### src/rtl/add_pipe_lanes.sv
// Multi-lane pipelined adder with valid/ready handshakes on both sides.
// Each lane can be signed or unsigned and can wrap or saturate; a tag rides along with each transaction.
module add_pipe_lanes #(
    parameter int DATA_WIDTH  = 8,
    parameter int NUM_LANES   = 4,
    parameter int PIPE_STAGES = 2,
    parameter int TAG_WIDTH   = 4,
    parameter int SIGNED      = 0,
    parameter int SATURATE    = 0
) (
    input  logic                            clk,
    input  logic                            rst,
    input  logic                            in_valid,
    output logic                            in_ready,
    input  logic [NUM_LANES*DATA_WIDTH-1:0] in_a,
    input  logic [NUM_LANES*DATA_WIDTH-1:0] in_b,
    input  logic [TAG_WIDTH-1:0]            in_tag,
    output logic                            out_valid,
    input  logic                            out_ready,
    output logic [NUM_LANES*DATA_WIDTH-1:0] out_sum,
    output logic [NUM_LANES-1:0]            out_ovf,
    output logic [TAG_WIDTH-1:0]            out_tag,
    output logic [15:0]                     txn_count
);

    localparam int VW   = NUM_LANES * DATA_WIDTH;
    localparam int LAST = PIPE_STAGES - 1;

    localparam logic [DATA_WIDTH-1:0] POS_MAX  = {1'b0, {(DATA_WIDTH-1){1'b1}}};
    localparam logic [DATA_WIDTH-1:0] NEG_MIN  = {1'b1, {(DATA_WIDTH-1){1'b0}}};
    localparam logic [DATA_WIDTH-1:0] ALL_ONES = '1;

    logic [VW-1:0]         lane_sum;
    logic [NUM_LANES-1:0]  lane_ovf;
    logic [DATA_WIDTH-1:0] lane_a;
    logic [DATA_WIDTH-1:0] lane_b;
    logic [DATA_WIDTH:0]   lane_wide;
    logic [DATA_WIDTH-1:0] lane_res;
    logic                  lane_flag;

    logic [PIPE_STAGES-1:0] v_q;
    logic [PIPE_STAGES-1:0] v_d;
    logic [PIPE_STAGES-1:0] load;
    logic [VW-1:0]          sum_q [PIPE_STAGES];
    logic [VW-1:0]          sum_d [PIPE_STAGES];
    logic [NUM_LANES-1:0]   ovf_q [PIPE_STAGES];
    logic [NUM_LANES-1:0]   ovf_d [PIPE_STAGES];
    logic [TAG_WIDTH-1:0]   tag_q [PIPE_STAGES];
    logic [TAG_WIDTH-1:0]   tag_d [PIPE_STAGES];
    logic [15:0]            txn_count_q;
    logic [15:0]            txn_count_d;
    logic                   accept;

    // Each lane uses a one-bit-wider sum; the extra bit is the unsigned carry.
    always_comb begin
        lane_sum  = '0;
        lane_ovf  = '0;
        lane_a    = '0;
        lane_b    = '0;
        lane_wide = '0;
        lane_res  = '0;
        lane_flag = 1'b0;
        for (int i = 0; i < NUM_LANES; i++) begin
            lane_a    = in_a[i*DATA_WIDTH +: DATA_WIDTH];
            lane_b    = in_b[i*DATA_WIDTH +: DATA_WIDTH];
            lane_wide = {1'b0, lane_a} + {1'b0, lane_b};
            lane_res  = lane_wide[DATA_WIDTH-1:0];
            if (SIGNED != 0) begin
                lane_flag = (lane_a[DATA_WIDTH-1] == lane_b[DATA_WIDTH-1]) &&
                            (lane_wide[DATA_WIDTH-1] != lane_a[DATA_WIDTH-1]);
                if ((SATURATE != 0) && lane_flag) begin
                    lane_res = lane_a[DATA_WIDTH-1] ? NEG_MIN : POS_MAX;
                end
            end else begin
                lane_flag = lane_wide[DATA_WIDTH];
                if ((SATURATE != 0) && lane_flag) begin
                    lane_res = ALL_ONES;
                end
            end
            lane_sum[i*DATA_WIDTH +: DATA_WIDTH] = lane_res;
            lane_ovf[i] = lane_flag;
        end
    end

    // Load enables ripple backwards from out_ready, so a full pipe still moves at full rate.
    always_comb begin
        load = '0;
        load[LAST] = !v_q[LAST] || out_ready;
        for (int k = LAST - 1; k >= 0; k--) begin
            load[k] = !v_q[k] || load[k+1];
        end
        in_ready = !rst && load[0];
        accept   = in_valid && in_ready;

        v_d   = v_q;
        sum_d = sum_q;
        ovf_d = ovf_q;
        tag_d = tag_q;

        if (load[0]) begin
            v_d[0] = accept;
            if (accept) begin
                sum_d[0] = lane_sum;
                ovf_d[0] = lane_ovf;
                tag_d[0] = in_tag;
            end
        end
        for (int k = 1; k < PIPE_STAGES; k++) begin
            if (load[k]) begin
                v_d[k] = v_q[k-1];
                if (v_q[k-1]) begin
                    sum_d[k] = sum_q[k-1];
                    ovf_d[k] = ovf_q[k-1];
                    tag_d[k] = tag_q[k-1];
                end
            end
        end

        txn_count_d = txn_count_q + {15'd0, (v_q[LAST] && out_ready)};
    end

    always_ff @(posedge clk or posedge rst) begin
        if (rst) begin
            v_q         <= '0;
            txn_count_q <= '0;
            for (int k = 0; k < PIPE_STAGES; k++) begin
                sum_q[k] <= '0;
                ovf_q[k] <= '0;
                tag_q[k] <= '0;
            end
        end else begin
            v_q         <= v_d;
            txn_count_q <= txn_count_d;
            for (int k = 0; k < PIPE_STAGES; k++) begin
                sum_q[k] <= sum_d[k];
                ovf_q[k] <= ovf_d[k];
                tag_q[k] <= tag_d[k];
            end
        end
    end

    assign out_valid = v_q[LAST];
    assign out_sum   = sum_q[LAST];
    assign out_ovf   = ovf_q[LAST];
    assign out_tag   = tag_q[LAST];
    assign txn_count = txn_count_q;

endmodule

### config.mk
export PLATFORM = sky130hd
export DESIGN_NAME = add_pipe_lanes
export DESIGN_NICKNAME = d
export VERILOG_FILES = /design/src/rtl/add_pipe_lanes.sv
export SDC_FILE = /design/constraint.sdc
export NUM_CORES = 1
export LEC_CHECK = 0
export CAP_MARGIN = 20
export CORE_UTILIZATION = 35
export DETAILED_ROUTE_END_ITERATION = 12
export PLACE_DENSITY = 0.66
export SYNTH_ARGS = -nofsm -noshare
export SYNTH_HDL_FRONTEND = slang
export SYNTH_SLANG_ARGS = --single-unit
### constraint.sdc
create_clock -name clk -period 4 [get_ports clk]
set_input_delay 0.4 -clock clk [delete_from_list [all_inputs] [get_ports clk]]
set_output_delay 0.4 -clock clk [all_outputs]
set_load 0.02 [all_outputs]
=== Word level (Yosys, flattened, before mapping) ===
Cells that the tools add are included.

* Flip-flop bits (word level): 98
* Input port bits: 72
* Output and inout bits: 58

* Add/sub/neg operators: 5
* Reduce and logical (&&, ||, !) cells: 10

{| class="wikitable"
|+ Operator list
! cell !! number
|-
| 8-bit by 8-bit adder with 9-bit output || 4
|-
| 16-bit by 1-bit adder with 16-bit output || 1
|-
| 2-bit AND reduction || 2
|-
| 1-bit logical AND || 3
|-
| 1-bit zero test || 3
|-
| 1-bit logical OR || 2
|}

=== Longest topological paths before layout ===
Gate-level depths: netlist of the first run.

* Word-level depth: 6
* Depth in mapped cells: 7

=== Least setup slack after synthesis of the first run ===
Ideal clock, no wire load.

* Kind: input -> register
* From: in rst
* To: reg ovf_q[6] in the netlist's numbering
* Arrival: 3.367 ns
* Data required time: 3.874 ns
* Setup slack: 0.507 ns
* Cell stages on the path: 5
* Buffers on the path: 1
* Cells stage by stage: inv_1 -> nand3_1 -> buf_2 -> or3_1 -> a2bb2oi_1

* Word-level cells in the longest chain between the ends: 4

{| class="wikitable"
|+ RTL lines
! what !! line !! text
|-
| from (decl) || 12 || <nowiki>input logic rst,</nowiki>
|-
| 1-bit zero test (no line) || -- ||
|-
| 1-bit logical AND || 92 || <nowiki>in_ready = !rst && load[0];</nowiki>
|-
| 1-bit logical AND || 93 || <nowiki>accept = in_valid && in_ready;</nowiki>
|-
| 2-bit AND reduction (no line) || -- ||
|-
| to (signal, indexed assignment) || 136 || <nowiki>ovf_q[k] <= ovf_d[k];</nowiki>
|-
| to (decl) || 46 || <nowiki>logic [NUM_LANES-1:0] ovf_q [PIPE_STAGES];</nowiki>
|}

Every way passes these cells.
A chain may end at the register's enable or synchronous reset.

=== Worst setup path after layout of the first run ===
* From: in out_ready
* To: out in_ready

* Word-level cells in the longest chain between the ends: 3

{| class="wikitable"
|+ RTL lines
! what !! line !! text
|-
| from (decl) || 19 || <nowiki>input logic out_ready,</nowiki>
|-
| 1-bit logical OR || 88 || <nowiki>load[LAST] = !v_q[LAST] || out_ready;</nowiki>
|-
| 1-bit logical OR || 90 || <nowiki>load[k] = !v_q[k] || load[k+1];</nowiki>
|-
| 1-bit logical AND || 92 ||
|-
| to (decl) || 14 || <nowiki>output logic in_ready,</nowiki>
|}

Every way passes these cells.

==> results of run 1 <==
==> report_power, final <==
group	internal [W]	switching (W)
sequential	0.00125	0.000157
clock	0.000508	0.000377
combinational	0.000620	0.000559
total	0.00238	0.00109
==> synthesized netlist by cell type (all sizes together) (5+ instances only) <==
cell / number / share of area
nand2: 66 / 0.047
dfrtp: 98 / 0.46
ha: 34 / 0.080
inv: 12 / 0.0085
a2111o: 5 / 0.011
xor2: 12 / 0.020
nand3: 12 / 0.013
a21oi: 11 / 0.010
o31ai: 5 / 0.0070
xnor2: 13 / 0.021
a21o: 8 / 0.011
nor2: 10 / 0.0070
buf: 54 / 0.070
nand4: 10 / 0.012
mux2: 40 / 0.085
or3: 6 / 0.0070
o21ai: 30 / 0.028
a211oi: 11 / 0.018
==> logic make-up (layout without fill, tap and decap cells) <==
| group | after synthesis | count (layout) | synth area share |
|---|---|---|---|
| adders and majority gates | 38 | 38 | 0.0949 |
| xor gates and xnor gates | 25 | 25 | 0.0411 |
| and+or+nand+nor | 128 | 128 | 0.115 |
| muxes | 44 | 44 | 0.0921 |
| buffers and inverters | 66 | 163 | 0.0789 |
| DFF | 98 | 98 | 0.460 |
| AOI/OAI and AO/OA | 89 | 89 | 0.118 |
==> routing by layer <==
metal / up-vias / global-route usage / routed length, µm
li1: 1878 / - / -
met1: 1868 / 0.187 / 4990
met2: 96 / 0.255 / 5200
met3: 9 / 0.0359 / 573
met4: 0 / 0.0402 / 118
met5: - / 0 / 0
==> worst min-delay path by stage <==
stage                                to  cells past startpoint
after global placement         tag_q[7]                      2
after CTS                 txn_count[13]                      2
after global routing      txn_count[13]                      2
final                     txn_count[13]                      2
after detailed placement       tag_q[6]                      2
after floorplan                tag_q[4]                      2
==> area by class of cell <==
type / count / area, µm² / area share
Inverter: 12 / 47.5 / 0.00694
Clock buffer: 10 / 239 / 0.0349
Tap cell: 184 / 230 / 0.0336
Clock inverter: 6 / 68.8 / 0.0100
Sequential cell: 98 / 2450 / 0.358
Multi-Input combinational cell: 324 / 2460 / 0.359
Timing Repair Buffer: 135 / 1350 / 0.197
==> registers in the layout, indices dropped and copies added (netlist names) <==
signal / count
out_sum: 32
sum_q: 32
txn_count: 16
out_ovf: 4
out_tag: 4
ovf_q: 4
tag_q: 4
v_q: 2
==> metrics by stage <==
step                      setup WS, ns  instance area, µm²  power, W  instances   util
after floorplan                  0.507                5330   0.00226        488      -
after global placement            1.61                6520   0.00259        752  0.444
after detailed placement          1.54                6520   0.00261        752  0.444
after CTS                         1.72                6830   0.00351        768  0.465
after global routing              1.69                6850   0.00368        769  0.466
final                             1.73                6850   0.00347        769  0.466
==> qor.txt, run 1 <==
Outcome = finished with violations
Violated checks = design-rule violations
R2r setup slk = 2.11 ns
WP data required = 3.60 ns
Clock buffer depth = 2
Post-Syn Nets = 598
CP Max Fanout = 4
Crit path kind = in -> out
Ports = 130
DRT Wirelength = 10,900 µm
Fmax = 441 MHz
DIE HEIGHT = 125 µm
Worst hold margin = 0.290 ns
Synth warn = 0
DIE WIDTH = 125 µm
Placer Congestion = 0.775
Slew @ Worst Pin = 0.634 ns
Static Leak = 3.09 nW
R2R depth = 7
DRT iter0 DRCs = 189
Power density over the cells = 507 nW/µm²
Final ANT Viol Nets = 0
Fin Setup TNS = 0 ns
Synth Instances = 488
Share of layout cells above drive strength 1 = 0.132
Vias in the first global route = 4,036
Sequential share of the synthesized area = 0.460
Detailed-placement wirelength estimate = 8050 µm
Syn avg cell area = 10.9 µm²
Fraction of registers with async set/reset = 1.00
Avg WL per Cell = 14.1 µm
Post-CTS resize count = 0
Vias per inst = 5.01
CTS Sinks = 98
Most frequent cells in the layout = clkdlybuf4s50_1 (129), dfrtp_1 (98), nand2_1 (65)
Reg2reg start = v_q[1]
Top Family by Delay on Critical Path = buffers and inverters
Syn-to-layout area delta = 28.6%
Worst EP arrival = 1.87 ns
Final Hold Vio Count = 0
Initial Util = 0.362
Commonest non-fill, non-tap cell in the layout = clkdlybuf4s50_1
Slowest stage cell, crit path = clkdlybuf4s50_1
Gr usage total = 0.149
Slew HR = 0.577
Post-route minimum period = 2.27 ns
Crit path depth = 4
Pre-Repair DR Iteration Count = 10
Slew Viols, Final = 0
Hold Path Class = in -> async
Ant. Diodes = 0
Final Setup Violations = 0
Worst-Skew Late Latency = 0.34 ns
CTS root buf = clkbuf_16
Placement Rows = 44
Setup crit end = in_ready
Post-synthesis register bit count = 98
Worst R2R End = txn_count[14]
Die area = 15,700 µm²
Worst-path clk slew = 0.07 ns
Nets@finish = 690
Cell mode on critical path = clkdlybuf4s50_1
CP startpoint kind = input port
Count of cell types in the netlist = 44
Core area = 14,700 µm²
Initial antenna violation count = 0
DRC viols = 11
Crit end category = output port
Fin Clk Skew = 0.00827 ns
Largest net degree at the start of global routing = 66
Number of enable flip-flop cells after synthesis = 0
Grt total ovfl = 0
Max-cap viol count = 0
Main synth FF type = dfrtp_1
Critical-path cell list = clkdlybuf4s50_1 > nand3b_1 > and2_1 > clkdlybuf4s50_1
CTS buffer count = 9
WP buf/inv = 2
Post-CTS Hold Buffers = 0
# H-tree levels = 3
Post-CTS setup buffer count = 0
TritonCTS clock tree = done
IO buf count = 129
Via Count = 3,851
First-pass GRT wire length = 19,000 µm
Worst path max stage delay = 0.60 ns
Crit path launch = out_ready
Fin crit share = 0.567
RSZ-0062 raised after global routing = no
Cell area after synthesis = 5330 µm²
Fill cells = 1,342
Max IR drop VDD = 0.000229 V
Power figures use the tool's default switching activity.
==> run 2: changes to the inputs <==
--- a/config.mk
+++ b/config.mk
@@ -8,7 +8,7 @@
 export CAP_MARGIN = 20
 export CORE_UTILIZATION = 35
 export DETAILED_ROUTE_END_ITERATION = 12
-export PLACE_DENSITY = 0.66
+export PLACE_DENSITY = 0.68
 export SYNTH_ARGS = -nofsm -noshare
 export SYNTH_HDL_FRONTEND = slang
 export SYNTH_SLANG_ARGS = --single-unit
==> constraint.sdc (replaced) <==
create_clock -name clk -period 2.05 [get_ports clk]
set_input_delay 0.205 -clock clk [delete_from_list [all_inputs] [get_ports clk]]
set_output_delay 0.205 -clock clk [all_outputs]
set_load 0.02 [all_outputs]
==> run 2 against run 1 <==
The flow still finishes with violations (design-rule violations). Worst setup slack lost 1.6 ns. Via count increased by 2.6%. Combinational power rose by 99%. Clock skew about the same. Critical path type is now reg -> out. Wire length is 3.7% higher. Final area increased by 1.7%. Largest power group unchanged. Critical endpoint unchanged. Clock power up 83%. Flip-flop and latch count did not move.
==> qor.txt, run 2 (synthesis gave the netlist of run 1 again) <==
Fin Clk Skew = 0.00794 ns
DRT iter0 DRCs = 190
Initial antenna violation count = 0
First-pass GRT wire length = 18,900 µm
Psw = 0.00216 W
Fin crit share = 0.932
Violated checks = design-rule violations
Syn-to-layout area delta = 30.7%
Slowest stage cell, crit path = clkdlybuf4s50_1
Vias in the first global route = 4,095
CP Max Fanout = 4
Share of layout cells above drive strength 1 = 0.156
Gr usage total = 0.149
Seq pwr share = 0.410
Max-cap viol count = 0
Clock buffer depth = 2
Static Leak = 3.16 nW
CTS Sinks = 98
Fmax = 524 MHz
Worst path max stage delay = 0.59 ns
Final Hold Vio Count = 0
Worst-path clk slew = 0.07 ns
Post-CTS Hold Buffers = 0
Crit end category = output port
Placement Rows = 44
CP startpoint kind = register
Grt total ovfl = 0
CTS root buf = clkbuf_16
DRT Wirelength = 11,300 µm
Post-route minimum period = 1.91 ns
RSZ-0062 raised after global routing = no
Avg WL per Cell = 14.4 µm
Via Count = 3,952
Worst EP arrival = 1.70 ns
Nets@finish = 706
Core area = 14,700 µm²
IO buf count = 129
Sw frac = 0.322
Clock network fraction of total power = 0.241
Ports = 130
Final ANT Viol Nets = 0
Initial Util = 0.362
Slew Viols, Final = 0
Post-CTS setup buffer count = 0
Worst-Skew Late Latency = 0.34 ns
Hold Path Class = in -> async
TritonCTS clock tree = done
Pre-Repair DR Iteration Count = 9
Slew HR = 0.587
R2R depth = 8
Slew @ Worst Pin = 0.619 ns
Critical-path cell list = nand3b_1 > and2_2 > clkdlybuf4s50_1
Crit path depth = 3
Vias per inst = 5.03
DIE WIDTH = 125 µm
Largest net degree at the start of global routing = 49
Outcome = finished with violations
# H-tree levels = 3
Logic pwr share = 0.349
DRC viols = 10
WP data required = 1.85 ns
Ant. Diodes = 0
WP buf/inv = 1
Fin Setup TNS = 0 ns
Internal = 0.00456 W
Crit path kind = reg -> out
Most frequent cells in the layout = clkdlybuf4s50_1 (129), dfrtp_1 (98), nand2_1 (65)
Worst hold margin = 0.111 ns
Die area = 15,700 µm²
Power density over the cells = 965 nW/µm²
Placer Congestion = 0.840
Post-CTS resize count = 0
Max IR drop VDD = 0.000510 V
DIE HEIGHT = 125 µm
Final Setup Violations = 0
Commonest non-fill, non-tap cell in the layout = clkdlybuf4s50_1
Detailed-placement wirelength estimate = 8450 µm
Top Family by Delay on Critical Path = buffers and inverters
CTS buffer count = 9
## run 2: layout make-up
cell class                      count  area [µm²]
Fill cell                        1317        7740
Multi-Input combinational cell    324        2460
Sequential cell                    98        2450
Timing Repair Buffer              151        1480
Clock buffer                       10         239
Tap cell                          184         230
Clock inverter                      6        48.8
Inverter                           12        48.8
## run 2: worst reg2reg max path, stage by stage, from the launching register on
cell and delay (ns):
dfrtp_1 0.40, and2_1 0.15, ha_1 0.16, ha_1 0.17, nand3_1 0.12, nor3_1 0.19
buf_4 0.15, nand4_1 0.11, xnor2_1 0.14
## run 2: metal layers
| metal | part of all wire | routed length, µm | vias up | GRT usage |
|---|---|---|---|---|
| li1 | - | - | 1906 | - |
| met1 | 0.45 | 5130 | 1927 | 0.181 |
| met2 | 0.49 | 5490 | 103 | 0.261 |
| met3 | 0.043 | 483 | 16 | 0.0291 |
| met4 | 0.016 | 176 | 0 | 0.0603 |
| met5 | 0 | 0 | - | 0 |
## run 2: worst paths after layout
| path | from | to | slack (ns) |
|---|---|---|---|
| max in group asynchronous | rst | out_sum[15] | 1.11 |
| max | v_q[1] | in_ready | 0.14 |
| min | rst | v_q[0] | 0.11 |
| min in group clk | in_tag[3] | tag_q[7] | 0.40 |
| max reg2reg | v_q[1] | txn_count[12] | 0.35 |
| min reg2reg | sum_q[33] | sum_q[33] | 0.48 |
## run 2: per-stage QoR
step	cell area, µm²	util	setup slack (ns)	power, W	std cells
after CTS	6960	0.474	0.126	0.00682	785
after floorplan	5380	-	-0.561	0.00443	488
after detailed placement	6680	0.454	-0.168	0.00516	769
after global placement	6680	0.454	-0.100	0.00508	769
final	6960	0.474	0.140	0.00672	785
after global routing	6960	0.474	0.0403	0.00708	785
## run 2: power groups by stage
stage               Sequential, W  Combinational [W]  Clock (W)
floorplan                 0.00275            0.00168          0
global placement          0.00277            0.00232          0
detailed placement        0.00280            0.00236          0
CTS                       0.00276            0.00237    0.00168
global route              0.00282            0.00252    0.00174
finish                    0.00275            0.00235    0.00162
==> RTL edit 1 (flow settings as in run 1) <==
Set the parameter `SATURATE` to 1 (it was 0).
--- a/src/rtl/add_pipe_lanes.sv
+++ b/src/rtl/add_pipe_lanes.sv
@@ -6,7 +6,7 @@
     parameter int PIPE_STAGES = 2,
     parameter int TAG_WIDTH   = 4,
     parameter int SIGNED      = 0,
-    parameter int SATURATE    = 0
+    parameter int SATURATE    = 1
 ) (
     input  logic                            clk,
     input  logic                            rst,
Function: changed (a bounded check fails within 4 cycles, from zero or initial values and one cycle with rst high).
==> RTL edit 1 against run 1 <==
  * Worst setup slack worse by 0.023 ns
  * Combinational power down 5%
  * Wire length down 3.4%
  * Clock skew is 0.0037 ns lower
  * Fmax shrank 1.0%
  * Non-clock buffer count shrank 4
  * Area after synthesis is 4.2% lower
  * Sequential cell count did not move
  * Clock power down 4.6%
  * Total power fell by 3.4%
  * Final area fell by 3.7%
==> RTL edit 1: results (changes against run 1) <==
Status
The run finished with clean final reports.

Floorplan
The die outline width is 122.7 µm (-2.1%).

Global routing
The wire length of the first global-routing pass came to 17.13 mm (-10%).

Yosys
The number of nets in the synthesized netlist was 535 (-11%). Ranked by total cell area, the synthesized netlist is headed by sky130_fd_sc_hd__dfrtp_1 48%, sky130_fd_sc_hd__mux2_2 8.8%, sky130_fd_sc_hd__ha_1 8.3%. The adder and majority cell fraction of the synthesized area came to 9.907% (+0.42 points). The count of different cell masters after synthesis is 45 (+2.3%). The share of synthesized area spent on multiplexers is 9.024% (-0.18 points). The xor and xnor area share after synthesis is 5.836% (+1.7 points).

Route
The wire length on met1 is 4.787 mm (-4.0%). The average wire per cell in the routed design is 14.96 µm (+5.7%). The starting DRC count in detailed routing is 135 (-29%).

Layout
The count of filler cells inserted in the layout is 1,282 (-4.5%). The fraction of final layout cells with drive strength greater than 1 was 12.24% (-0.93 points). The count of nets after finishing is 629 (-8.8%). The final design instance area without fill is 6594 µm² (-3.7%).

Pwr
The switching fraction of total power was 30.20% (-1.3 points). The highest ir drop seen on vdd is 0.2029 mV (-11%). The total clock network power is 0.844 mW (-4.6%). The sequential fraction of design power is 41.5% (+0.9 points). The leakage power figure is 2.690 nW (-13%).

Placed design
The worst slack at placement came to 1.349 ns (-0.1900 ns). The placed instance count was 688 (-8.5%).

Setup path
The startpoint identified for the worst register-to-register timing path is v_q[0]$_DFFE_PP0N_. The setup slack of the most critical reg-to-reg path was 2.03 ns (-0.08 ns). The endpoint identified for the worst register-to-register timing path is sum_q[50]$_DFFE_PP0P_.

Timing
The worst path setup slack after routing is 1.709 ns (-0.02327 ns).

Worst hold path
The min-delay analysis places its worst path in the category flip-flop to flip-flop.
[RTL edit 1: cell types whose count changed in the layout (fill, tap and decap cells not counted), sizes merged, moves of 5 or more]
cell           run 1  this run
inv               15         4
a211oi            11         6
a2111o             5         0
nand4             10         3
or3                6         1
o21ai             30         9
o21a               0         6
o31ai              5         0
a21oi             11        18
xnor2             13        22
nand2             66        28
o22a               0        28
a31oi              0         7
[RTL edit 1: metal layers]
layer	track usage, %	vias to the layer above
li1	-	1698
met1	18.88	1730
met2	24.54	89
met4	4.573	0
met5	0	-
met3	2.974	8
[RTL edit 1: layout make-up]
type	instances	area share, %
Tap cell	180	3.416
Inverter	4	0.2657
Clock inverter	2	0.5693
Multi-Input combinational cell	275	34.95
Timing Repair Buffer	131	19.81
Clock buffer	13	3.795
Sequential cell	98	37.19
[RTL edit 1: worst min-delay path, delay by kind of cell, from the launching register on]
kind / cells / cell delay [ns]
AND/OR/NAND/NOR: 2 / 0.10
flip-flops: 1 / 0.34
==> RTL edit 2 (config.mk and constraints of run 1) <==
Without the edit above. Put a register stage on the output `out_ovf`, cleared by the reset. The value now appears one clock later. The other outputs are not delayed to match.
--- a/src/rtl/add_pipe_lanes.sv
+++ b/src/rtl/add_pipe_lanes.sv
@@ -141,7 +141,13 @@
 
     assign out_valid = v_q[LAST];
     assign out_sum   = sum_q[LAST];
-    assign out_ovf   = ovf_q[LAST];
+    always_ff @(posedge clk or posedge rst) begin
+        if (rst) begin
+            out_ovf <= '0;
+        end else begin
+            out_ovf <= ovf_q[LAST];
+        end
+    end
     assign out_tag   = tag_q[LAST];
     assign txn_count = txn_count_q;
 
Function: changed (Yosys sat finds a counterexample within 4 cycles, from zero or initial values and one cycle with rst high).
==> RTL edit 2 against run 1 <==
  * Final area increased by 0.86%
  * Critical path depth unchanged
  * Clock power decreased by 12%
  * Area after synthesis increased by 1.6%
  * Sequential cell count increased by 4
  * Total power decreased by 1.2%
  * Worst setup slack got worse by 0.28 ns
  * Critical endpoint unchanged
  * Sequential power increased by 4%
  * Wire length increased by 2.9%
==> RTL edit 2: results (changes against run 1) <==
Placed design
The worst slack at placement is 1.413 ns (-0.1262 ns). The placed instance count is 759 (+0.93%).

Pwr
The highest ir drop seen on vdd is 0.1998 mV (-13%). The leakage power figure is 3.121 nW (+1.1%).

Yosys
By count the netlist is led by 102 x sky130_fd_sc_hd__dfrtp_1, 68 x sky130_fd_sc_hd__nand2_1, 40 x sky130_fd_sc_hd__mux2_2. The compound-gate portion of the synthesized area is 12.40% (+0.63 points). The count of different cell masters after synthesis is 43 (-2.3%). The adder and majority cell fraction of the synthesized area is 9.343% (-0.15 points). The xor and xnor area share after synthesis was 4.047% (-0.064 points). The per-instance average area after synthesis is 11.06 µm² (+1.4%). The fraction of the yosys area taken by sequential cells is 47.18% (+1.1 points). Sorting the synthesized cells by area gives the leading types as sky130_fd_sc_hd__dfrtp_1 47%, sky130_fd_sc_hd__mux2_2 8.3%, sky130_fd_sc_hd__ha_1 7.9%.

The share of synthesized area spent on multiplexers was 9.066% (-0.14 points).

Timing
The final worst clock skew came to 0.002845 ns (-0.005422 ns). The slew at the pin closest to its max-slew limit was 0.6813 ns (+0.04711 ns).

Route
The overall routed net length was 11.19 mm (+2.9%). The wire length on met3 is 537 µm (-6.3%). The wire length on met1 was 5.220 mm (+4.7%). The overall via count from detail_route is 3,859 (+0.21%). The detailed-router iteration count before antenna repair came to 4 (-6). The starting DRC count in detailed routing is 160 (-15%).

The routed length on met2 is 5.183 mm (-0.31%).

Worst hold path
The min-delay analysis places its worst path in the category flip-flop to flip-flop.

Layout
The count of nets after finishing was 693 (+0.43%). The fraction of final layout cells with drive strength greater than 1 was 12.61% (-0.56 points). The count of non-filler cells in the finished layout is 775 (+0.78%).

Status
The flow ran to the end, and the final reports show no timing, DRC or antenna violations.

Global routing
The combined global-route utilization of all metal layers is 14.62% (-0.25 points). The wire length of the first global-routing pass came to 18.38 mm (-3.4%). The number of global-route vias before repair is 3,890 (-3.6%).

Setup path
The arrival time at the worst endpoint is 2.15 ns (+0.28 ns).
-- RTL edit 2: changes by cell type in the layout (fill, tap and decap cells not counted), sizes merged, moves of 3 or more --
cell | before | now
clkinv | 1 | 6
inv | 15 | 12
nand4 | 10 | 7
dfrtp | 98 | 102
-- RTL edit 2: per-layer routing --
layer	track usage, %	vias up
met3	2.995	17
met5	0	-
met1	18.56	1851
met2	24.02	112
met4	6.733	0
li1	-	1879
-- RTL edit 2: layout make-up --
cell class              instances  area (µm²)
clock buffers                   9       225.2
clock inverters                 6       30.03
fillers                      1420        8239
inverters                      12       47.55
multi-input cells             325        2475
flip-flops and latches        102        2552
well taps                     188       235.2
repair buffers                133        1341
-- RTL edit 2: stage by stage --
step                instance area, µm²  util, %
floorplan                         5410        -
global placement                  6624    43.73
detailed placement                6624    43.73
CTS                               6879    45.42
global route                      6907    45.60
finish                            6907    45.60
-- RTL edit 2: logic make-up (layout without fill, tap and decap cells) --
family | Yosys count | after routing
and+or+nand+nor | 125 | 125
buffers and inverters | 62 | 160
AOI/OAI and AO/OA | 93 | 93
DFF | 102 | 102
muxes | 44 | 44
xor gates and xnor gates | 25 | 25
adders and majority gates | 38 | 38
-- RTL edit 2: critical path, cell delays in order --
cell and delay (ns):
sky130_fd_sc_hd__clkdlybuf4s50_1 0.45, sky130_fd_sc_hd__inv_4 0.48, sky130_fd_sc_hd__and2_1 0.21, sky130_fd_sc_hd__clkdlybuf4s50_1 0.60
-- RTL edit 2: final timing paths --
path	from	to	slack [ns]	depth (start not counted)
setup / recovery	rst	in_ready	1.45	4
hold / removal	ovf_q[2]$_DFFE_PP0P_	out_ovf[2]$_DFF_PP0_	0.37	0
setup reg to reg	v_q[1]$_DFFE_PP0P_	txn_count[14]$_DFF_PP0_	2.18	7
hold reg to reg	ovf_q[2]$_DFFE_PP0P_	out_ovf[2]$_DFF_PP0_	0.37	0
max in group asynchronous	rst	ovf_q[3]$_DFFE_PP0P_	2.37	3
min in group asynchronous	rst	txn_count[10]$_DFF_PP0_	0.50	2
-- RTL edit 2: power by group --
group	switching (mW)	leakage [nW]	internal, mW
Clock	0.367	0.134	0.411
Sequential	0.162	1.28	1.31
Combinational	0.562	1.71	0.620
